$ cat config.mk
export PLATFORM = sky130hd
export DESIGN_NAME = uart_stream_phy
export DESIGN_NICKNAME = d
export VERILOG_FILES = /design/src/rtl/uart_stream_phy.sv
export SDC_FILE = /design/constraint.sdc
export NUM_CORES = 1
export LEC_CHECK = 0
export CAP_MARGIN = 20
export CORE_MARGIN = 1.5
export CORE_UTILIZATION = 60
export CTS_BUF_LIST = sky130_fd_sc_hd__clkbuf_4 sky130_fd_sc_hd__clkbuf_8
export DETAILED_ROUTE_END_ITERATION = 6
export DONT_BUFFER_PORTS = 1
export PLACE_DENSITY_LB_ADDON = 0.3
export SLEW_MARGIN = 30
export SYNTH_ARGS = -nofsm -noshare
export SYNTH_HDL_FRONTEND = slang
export SYNTH_SLANG_ARGS = --single-unit
$ cat constraint.sdc
create_clock -name clk -period 2.4 [get_ports clk]
set_clock_uncertainty 0.05 [all_clocks]
set_input_delay 0.48 -clock clk [delete_from_list [all_inputs] [get_ports clk]]
set_output_delay 0.48 -clock clk [all_outputs]
set_load 0.01 [all_outputs]
$ cat src/rtl/uart_stream_phy.sv
// uart_stream_phy: serial line end of the SoC UART byte streams (8N1).
//   TX: in_data/in_valid/in_ready byte stream -> txd (idle high).
//   RX: rxd (async, idle high) -> out_data/out_valid/out_ready byte stream,
//       with one-cycle rx_frame_err / rx_overrun pulses.
// Ports:
//   clk, rst          clock, synchronous active-high reset
//   in_data[7:0]      byte to transmit
//   in_valid/in_ready transmit handshake (ready only while TX is idle)
//   out_data[7:0]     received byte (held until accepted)
//   out_valid/out_ready receive handshake
//   txd / rxd         serial lines
//   rx_frame_err      stop bit sampled low
//   rx_overrun        byte dropped because the holding register was full
module uart_stream_phy #(
  parameter int CLK_DIV = 16
) (
  input  logic       clk,
  input  logic       rst,
  input  logic [7:0] in_data,
  input  logic       in_valid,
  output logic       in_ready,
  output logic [7:0] out_data,
  output logic       out_valid,
  input  logic       out_ready,
  output logic       txd,
  input  logic       rxd,
  output logic       rx_frame_err,
  output logic       rx_overrun
);
  localparam int CW = $clog2(CLK_DIV);
  localparam logic [CW-1:0] CNT_LAST = CW'(CLK_DIV - 1);
  localparam logic [CW-1:0] CNT_HALF = CW'(CLK_DIV / 2 - 1);
  localparam logic [CW-1:0] CNT_ONE  = CW'(1);

  // ---------------------------------------------------------------- TX
  typedef enum logic [1:0] {TX_IDLE, TX_START, TX_DATA, TX_STOP} tx_state_t;

  tx_state_t     tx_state;
  logic [CW-1:0] tx_cnt;
  logic [2:0]    tx_bit;
  logic [7:0]    tx_shift;
  logic          tx_tick;

  assign tx_tick = (tx_cnt == CNT_LAST);

  // txd is registered: the start bit appears the cycle after the accepting
  // edge and every bit boundary lands on a tx_tick edge.
  always_ff @(posedge clk) begin
    if (rst) begin
      tx_state <= TX_IDLE;
      tx_cnt   <= '0;
      tx_bit   <= '0;
      tx_shift <= '0;
      txd      <= 1'b1;
      in_ready <= 1'b0;
    end else if (tx_state == TX_IDLE) begin
      tx_cnt <= '0;
      if (in_valid && in_ready) begin
        tx_shift <= in_data;
        txd      <= 1'b0;
        in_ready <= 1'b0;
        tx_state <= TX_START;
      end else begin
        in_ready <= 1'b1;
      end
    end else begin
      tx_cnt <= tx_tick ? '0 : tx_cnt + 1'b1;
      if (tx_tick) begin
        case (tx_state)
          TX_START: begin
            txd      <= tx_shift[0];
            tx_shift <= {1'b0, tx_shift[7:1]};
            tx_bit   <= '0;
            tx_state <= TX_DATA;
          end
          TX_DATA: begin
            if (tx_bit == 3'd7) begin
              txd      <= 1'b1;
              tx_state <= TX_STOP;
            end else begin
              txd      <= tx_shift[0];
              tx_shift <= {1'b0, tx_shift[7:1]};
              tx_bit   <= tx_bit + 1'b1;
            end
          end
          TX_STOP: begin
            tx_state <= TX_IDLE;
            in_ready <= 1'b1;
          end
          default: tx_state <= TX_IDLE;
        endcase
      end
    end
  end

  // ---------------------------------------------------------------- RX
  typedef enum logic [2:0] {RX_IDLE, RX_START, RX_DATA, RX_STOP, RX_WAIT_IDLE} rx_state_t;

  rx_state_t     rx_state;
  logic [1:0]    rx_sync;
  logic          rxs;
  logic [CW-1:0] rx_cnt;
  logic [2:0]    rx_bit;
  logic [7:0]    rx_shift;
  logic          rx_done;

  assign rxs = rx_sync[1];

  always_ff @(posedge clk) begin
    if (rst) rx_sync <= 2'b11;
    else     rx_sync <= {rx_sync[0], rxd};
  end

  // The detection cycle already counts as one, so START samples exactly
  // CLK_DIV/2 cycles after rxs is first seen low; every later sample is a
  // whole bit period after that.
  always_ff @(posedge clk) begin
    if (rst) begin
      rx_state     <= RX_IDLE;
      rx_cnt       <= '0;
      rx_bit       <= '0;
      rx_shift     <= '0;
      rx_done      <= 1'b0;
      rx_frame_err <= 1'b0;
    end else begin
      rx_done      <= 1'b0;
      rx_frame_err <= 1'b0;
      case (rx_state)
        RX_IDLE: begin
          if (!rxs) begin
            rx_cnt   <= CNT_ONE;
            rx_state <= RX_START;
          end
        end
        RX_START: begin
          if (rx_cnt == CNT_HALF) begin
            rx_cnt   <= '0;
            rx_bit   <= '0;
            rx_state <= rxs ? RX_IDLE : RX_DATA;
          end else begin
            rx_cnt <= rx_cnt + 1'b1;
          end
        end
        RX_DATA: begin
          if (rx_cnt == CNT_LAST) begin
            rx_cnt   <= '0;
            rx_shift <= {rxs, rx_shift[7:1]};
            if (rx_bit == 3'd7) rx_state <= RX_STOP;
            else                rx_bit   <= rx_bit + 1'b1;
          end else begin
            rx_cnt <= rx_cnt + 1'b1;
          end
        end
        RX_STOP: begin
          if (rx_cnt == CNT_LAST) begin
            rx_cnt <= '0;
            if (rxs) begin
              rx_done  <= 1'b1;
              rx_state <= RX_IDLE;
            end else begin
              rx_frame_err <= 1'b1;
              rx_state     <= RX_WAIT_IDLE;
            end
          end else begin
            rx_cnt <= rx_cnt + 1'b1;
          end
        end
        RX_WAIT_IDLE: begin
          if (rxs) rx_state <= RX_IDLE;
        end
        default: rx_state <= RX_IDLE;
      endcase
    end
  end

  // Holding register. rx_shift is stable from the stop sample until the
  // next frame's data bits, so loading it one cycle after rx_done is safe.
  // A delivery coinciding with a handshake reloads instead of overrunning.
  always_ff @(posedge clk) begin
    if (rst) begin
      out_valid  <= 1'b0;
      out_data   <= '0;
      rx_overrun <= 1'b0;
    end else begin
      rx_overrun <= 1'b0;
      if (rx_done) begin
        if (out_valid && !out_ready) begin
          rx_overrun <= 1'b1;
        end else begin
          out_data  <= rx_shift;
          out_valid <= 1'b1;
        end
      end else if (out_valid && out_ready) begin
        out_valid <= 1'b0;
      end
    end
  end

endmodule

* Word level (Yosys, flattened, before mapping)
Index checks and enable logic that the tools add are counted.
Operators by class: magnitude comparators 0, divide/modulo/power cells 0, multipliers 0, reductions and logical operators 28, shift-type cells 0, muxes and demuxes 44, equal/unequal tests 24, add/subtract/negate cells 4, bitwise logic cells 5
Operator list (count):
- 3-bit two-way mux | 11
- 8-bit two-way mux | 4
- 2-bit inequality test (second input constant) | 9
- 8-bit one-hot mux with 2 select lines | 1
- 3-bit one-hot mux with 5 select lines | 1
- 1-bit two-way mux | 14
- 4-bit two-way mux | 3
- 3-bit one-hot mux with 2 select lines | 2
- 4-bit one-hot mux with 3 select lines | 1
- 4-bit AND reduction | 3
- 2-bit two-way mux | 5
- 2-bit AND reduction | 5
- 2-bit nonzero test | 5
- 3-bit equality test (second input constant) | 3
- 4-bit by 1-bit adder with 4-bit output (second input constant) | 2
- 4-bit equality test (second input constant) | 2
- 3-bit by 1-bit adder with 3-bit output (second input constant) | 2
- 3-bit by 2-bit equality test with 1-bit output (second input constant) | 2
- 3-bit inequality test (second input constant) | 2
- 3-bit AND reduction | 2
- 6-bit AND reduction | 1
- 3-bit nonzero test | 2
- 3-bit OR reduction | 2
- 1-bit inverter | 5
- other kinds (12) | 16
Storage, ports and cells: flip-flop bits (word level) 51, bits in read-only memories 0, latch bits 0, output and inout bits 13, input bits 13, RAM bits 0, memories kept 0, logic and storage cells 121

* Logic depth before layout (Yosys ltp)
word-level depth 5, mapped depth 6, gate-level depth less buffers 5

* Worst setup path after synthesis
No wires, ideal clock.
path type reg-to-reg, start reg tx_state[0], end reg txd, data arrival time 1.293 ns, required time 2.230 ns, path slack 0.938 ns, path buffers 1, library setup time 0.120 ns, clock period less this slack 1.462 ns, cell stages (with the launch flop) 7, path through dfxtp_1 > inv_1 > ha_1 > buf_2 > a31oi_1 > nor4_1 > a211o_1
Between the ends: word-level cells in the longest chain between the ends 4, elaborated cells between the ends (all ways) 10
Ends and longest elaborated chain:
- start, declared | RTL line 38 | tx_state_t tx_state;
- start signal, assigned | RTL line 50 | tx_state <= TX_IDLE;
- start signal, assigned | RTL line 62 | tx_state <= TX_START;
- start signal, assigned | RTL line 74 | tx_state <= TX_DATA;
- 2-bit equality test or 2-bit by 1-bit equality test with 1-bit output (tied branches) | RTL line 69 | case (tx_state)
- 1-bit one-hot mux with 2 select lines | RTL line 69
- 1-bit two-way mux | RTL line 68 | if (tx_tick) begin
- 1-bit two-way mux | RTL line 56 | end else if (tx_state == TX_IDLE) begin
- end signal, assigned | RTL line 71 | txd <= tx_shift[0];
- end signal, assigned | RTL line 81 | txd <= tx_shift[0];
- end, declared | RTL line 25 | output logic txd,
Parallel ways exist; a longest one is shown, timed or not. The select of a mux whose other input is x is not followed. A chain may end at the register's enable or synchronous reset.

* Worst setup path after layout
start reg tx_state[0], end reg tx_shift[6]
Between the ends: word-level cells in the longest chain between the ends 4, elaborated cells between the ends (all ways) 11
Ends and longest elaborated chain:
- 2-bit equality test or 2-bit by 1-bit equality test with 1-bit output (tied branches) | RTL line 69
- 8-bit one-hot mux with 2 select lines | RTL line 69
- 8-bit two-way mux | RTL line 68
- 8-bit two-way mux | RTL line 56
- end signal, assigned | RTL line 59 | tx_shift <= in_data;
- end signal, assigned | RTL line 72 | tx_shift <= {1'b0, tx_shift[7:1]};
- end signal, assigned | RTL line 82 | tx_shift <= {1'b0, tx_shift[7:1]};
- end, declared | RTL line 41 | logic [7:0] tx_shift;
Parallel ways exist; a longest one is shown, timed or not. The select of a mux whose other input is x is not followed.

==> flow_metrics.py <==
metrics = {
    "die": {
        "boundaryPins": 26,
        "dieWidth_um": 66.6,
        "rows": 22,
        "coreArea_um2": 3770,
        "initial_utilization_pct": 64.4,
        "die_height_um": 66.6,
        "die-area_um2": 4440,
    },
    "pwr": {
        "p_sw_mw": 0.406,
        "power.density_nw_per_um2": 674,
        "clkPwrFrac_pct": 35.4,
        "switching_share_pct": 23.9,
        "combPwrFrac_pct": 10.0,
        "internal-power_mw": 1.30,
        "leakage_nw": 1.04,
        "peakVddDrop_mv": 0.751,
        "seqPwrFrac_pct": 54.6,
    },
    "layout": {
        "layout_common_cells": "51 x dfxtp_1, 19 x nand2b_1, 17 x a21oi_1",
        "areaGrowthSynthToFinish_pct": 4.02,
        "fill_cells": 304,
        "final_util_pct": 67.0,
        "drive_gt1_share_pct": 9.49,
        "layout_commonest_cell": "dfxtp_1",
        "multi_input_area_um2": 1270,
        "num-nets-final": 275,
        "ff_latch_area_um2": 1020,
        "antenna_cells": 0,
    },
    "clocking": {
        "clk_pin_slew_worst_paths_ns": 0.09,
        "cts_root_buf": "clkbuf_8",
        "cts_setup_buffers": 0,
        "htree_levels": 2,
        "cts_sinks": 51,
        "cts_tree": "yes",
        "cts_buffers": 5,
        "cts_hold_buf": 0,
        "clock_latency_ns": 0.30,
        "ctsResizeCount": 0,
        "cts_buffer_depth": 2,
    },
    "grt": {
        "gr-total-overflow": 0,
        "track_usage_pct": 21.0,
        "grt_pass1_wl_um": 7190,
        "antenna_found_initial": 0,
        "grt_max_degree": 53,
        "grt_pass1_vias": 1650,
    },
    "synthesis": {
        "syn_area_per_cell_um2": 9.31,
        "synth_compound_area_share_pct": 19.1,
        "synthMuxAreaShare_pct": 5.36,
        "netlist_area_um2": 2430,
        "synth_nets": 284,
        "yosys_warnings": 0,
        "synth-seq-cells": 51,
        "ys_seq_area_share_pct": 42.0,
        "synth_top_family_by_area": "simple AND/OR/NAND/NOR gates",
        "synth.distinct_cells": 54,
        "yosys.area_share.adder_pct": 5.15,
        "netlist_instances": 261,
        "synthXorXnorAreaFrac_pct": 1.08,
        "synth-simple-area-share_pct": 21.5,
    },
    "setup_path": {
        "reg2reg_slack_ns": 0.61,
        "worstPathRequired_ns": 2.60,
        "setup.worst_path.start": "tx_state[0]",
        "endpoint_kind": "flip-flop",
        "cp.arrival_ns": 1.99,
        "critPathMaxFanout": 13,
        "critPathKind": "flip-flop to flip-flop",
        "rr_worst_depth": 5,
        "regToRegEndpoint": "tx_shift[6]",
        "crit_path_start_kind": "flip-flop",
        "crit_end": "tx_shift[6]",
        "r2r-start": "tx_state[0]",
    },
    "timing": {
        "fin_crit_sh_pct": 74.6,
        "worstMarginPinSlew_ns": 0.455,
        "holdWs_ns": 0.182,
        "rsz0062_at_grt": "false",
        "fmax_ghz": 0.558,
        "finalSetupTns_ns": 0,
        "slew_violations": 0,
        "hold_violations": 0,
        "setup_violations": 0,
        "slew_headroom_pct": 69.6,
        "period_minus_slack_ns": 1.79,
    },
    "job": {
        "drv_cap": 0,
    },
    "run_status": {
        "status": "completed",
    },
    "routing": {
        "drt_pass1_iterations": 4,
        "drc": 0,
        "drtIter0Drc": 114,
        "ant_nets": 0,
        "via_per_inst": 6.03,
        "vias": 1814,
        "wire_per_inst_um": 13.5,
        "totalWireLength_um": 4050,
    },
    "placement": {
        "port-buffer-count": 0,
        "gp_congestion": 0.832,
        "post-dp-hpwl_um": 2780,
    },
    "hold_path": {
        "hold_path_class": "primary input to flip-flop",
    },
}
## cells by family after synthesis
group | count (synthesis)
flip-flops | 51
AND/OR/NAND/NOR | 86
multiplexers | 13
AO/OA/AOI/OAI | 66
buffers and inverters | 32
adder cells (fa/ha/maj) | 10
XOR/XNOR | 3
## layout make-up
| class | instances | area share (%) |
|---|---|---|
| repair buffers | 1 | 0.297 |
| clock inverters | 3 | 1.83 |
| clock buffers | 5 | 2.72 |
| inverters | 15 | 2.23 |
| multi-input cells | 178 | 50.1 |
| flip-flops and latches | 51 | 40.4 |
| well taps | 48 | 2.38 |
## synthesized netlist by cell type (all sizes together)
cell	instances	share of area (%)
nand4b	2	0.98
a311oi	1	0.36
buf	11	2.6
nand2	7	1.2
nor4	2	0.51
a31oi	2	0.77
and3b	1	0.51
nand4	4	1.0
a2bb2oi	1	0.36
nor2b	3	0.77
a21oi	17	3.5
nand2b	19	4.9
o21ai	16	3.5
and4bb	1	0.51
a31o	1	0.36
clkbuf	6	0.93
o32ai	1	0.36
a211o	1	0.36
o2111a	1	0.51
xnor2	1	0.36
and3	3	0.77
nand3	12	2.5
xor2	2	0.72
dfxtp	51	42
inv	15	2.3
a21boi	1	0.31
nor4b	1	0.62
a221oi	8	3.1
o22a	7	2.5
o211ai	1	0.31
a211oi	3	0.93
nand3b	2	0.62
nand4bb	1	0.46
or2	3	0.77
and4b	2	0.82
nor3	4	0.82
nor2	15	2.3
mux2i	13	5.4
ha	10	5.1
a21bo	2	0.82
nor3b	4	1.4
a22oi	1	0.31
o2111ai	1	0.36
o21bai	1	0.31
## power groups by stage
stage	Clock (mW)	Sequential, mW	Combinational (mW)
2_1_floorplan	0	0.939	0.160
3_3_place_gp	0	0.950	0.166
3_5_place_dp	0	0.951	0.170
4_1_cts	0.619	0.931	0.171
5_1_grt	0.651	0.939	0.194
6_report	0.603	0.931	0.170
## stage by stage
step,total power [mW],instances,setup WS [ns],cell area (um2)
2_1_floorplan,1.10,261,0.938,2430
3_3_place_gp,1.12,293,0.695,2410
3_5_place_dp,1.12,293,0.648,2410
4_1_cts,1.72,301,0.610,2530
5_1_grt,1.78,301,0.406,2530
6_report,1.70,301,0.609,2530
## layer usage
layer	vias to the layer above	GRT usage (%)	part of all wire, %
li1	922	-	-
met1	847	26.4	46
met2	41	34.3	48
met3	4	5.74	4.9
met4	0	7.65	1.1
met5	-	0	0
## worst max-delay path: stages, from the launching register on
cell	delay (ns)
dfxtp_1	0.33
inv_1	0.08
ha_1	0.42
a21bo_2	0.30
a31oi_2	0.38
o22a_1	0.18
## worst min path at each step
stage                          start     endpoint  slack [ns]  cells after the start
after floorplan           rx_sync[0]   rx_sync[1]        0.34                      1
after global placement    rx_sync[0]   rx_sync[1]        0.34                      1
after detailed placement  rx_sync[0]   rx_sync[1]        0.34                      1
after CTS                        rst  out_data[5]        0.17                      1
after global routing             rst    tx_bit[2]        0.16                      1
final                            rst    tx_bit[2]        0.18                      1
## state kept, by name, indices dropped and copies added, names as in the netlist, 2 cells and up
register  flops
tx_cnt        4
rx_sync       2
rx_bit        3
rx_cnt        4
rx_shift      8
out_data      8
tx_state      2
tx_bit        3
tx_shift      8
rx_state      3
Note: power is estimated with default switching activity, not from simulation.
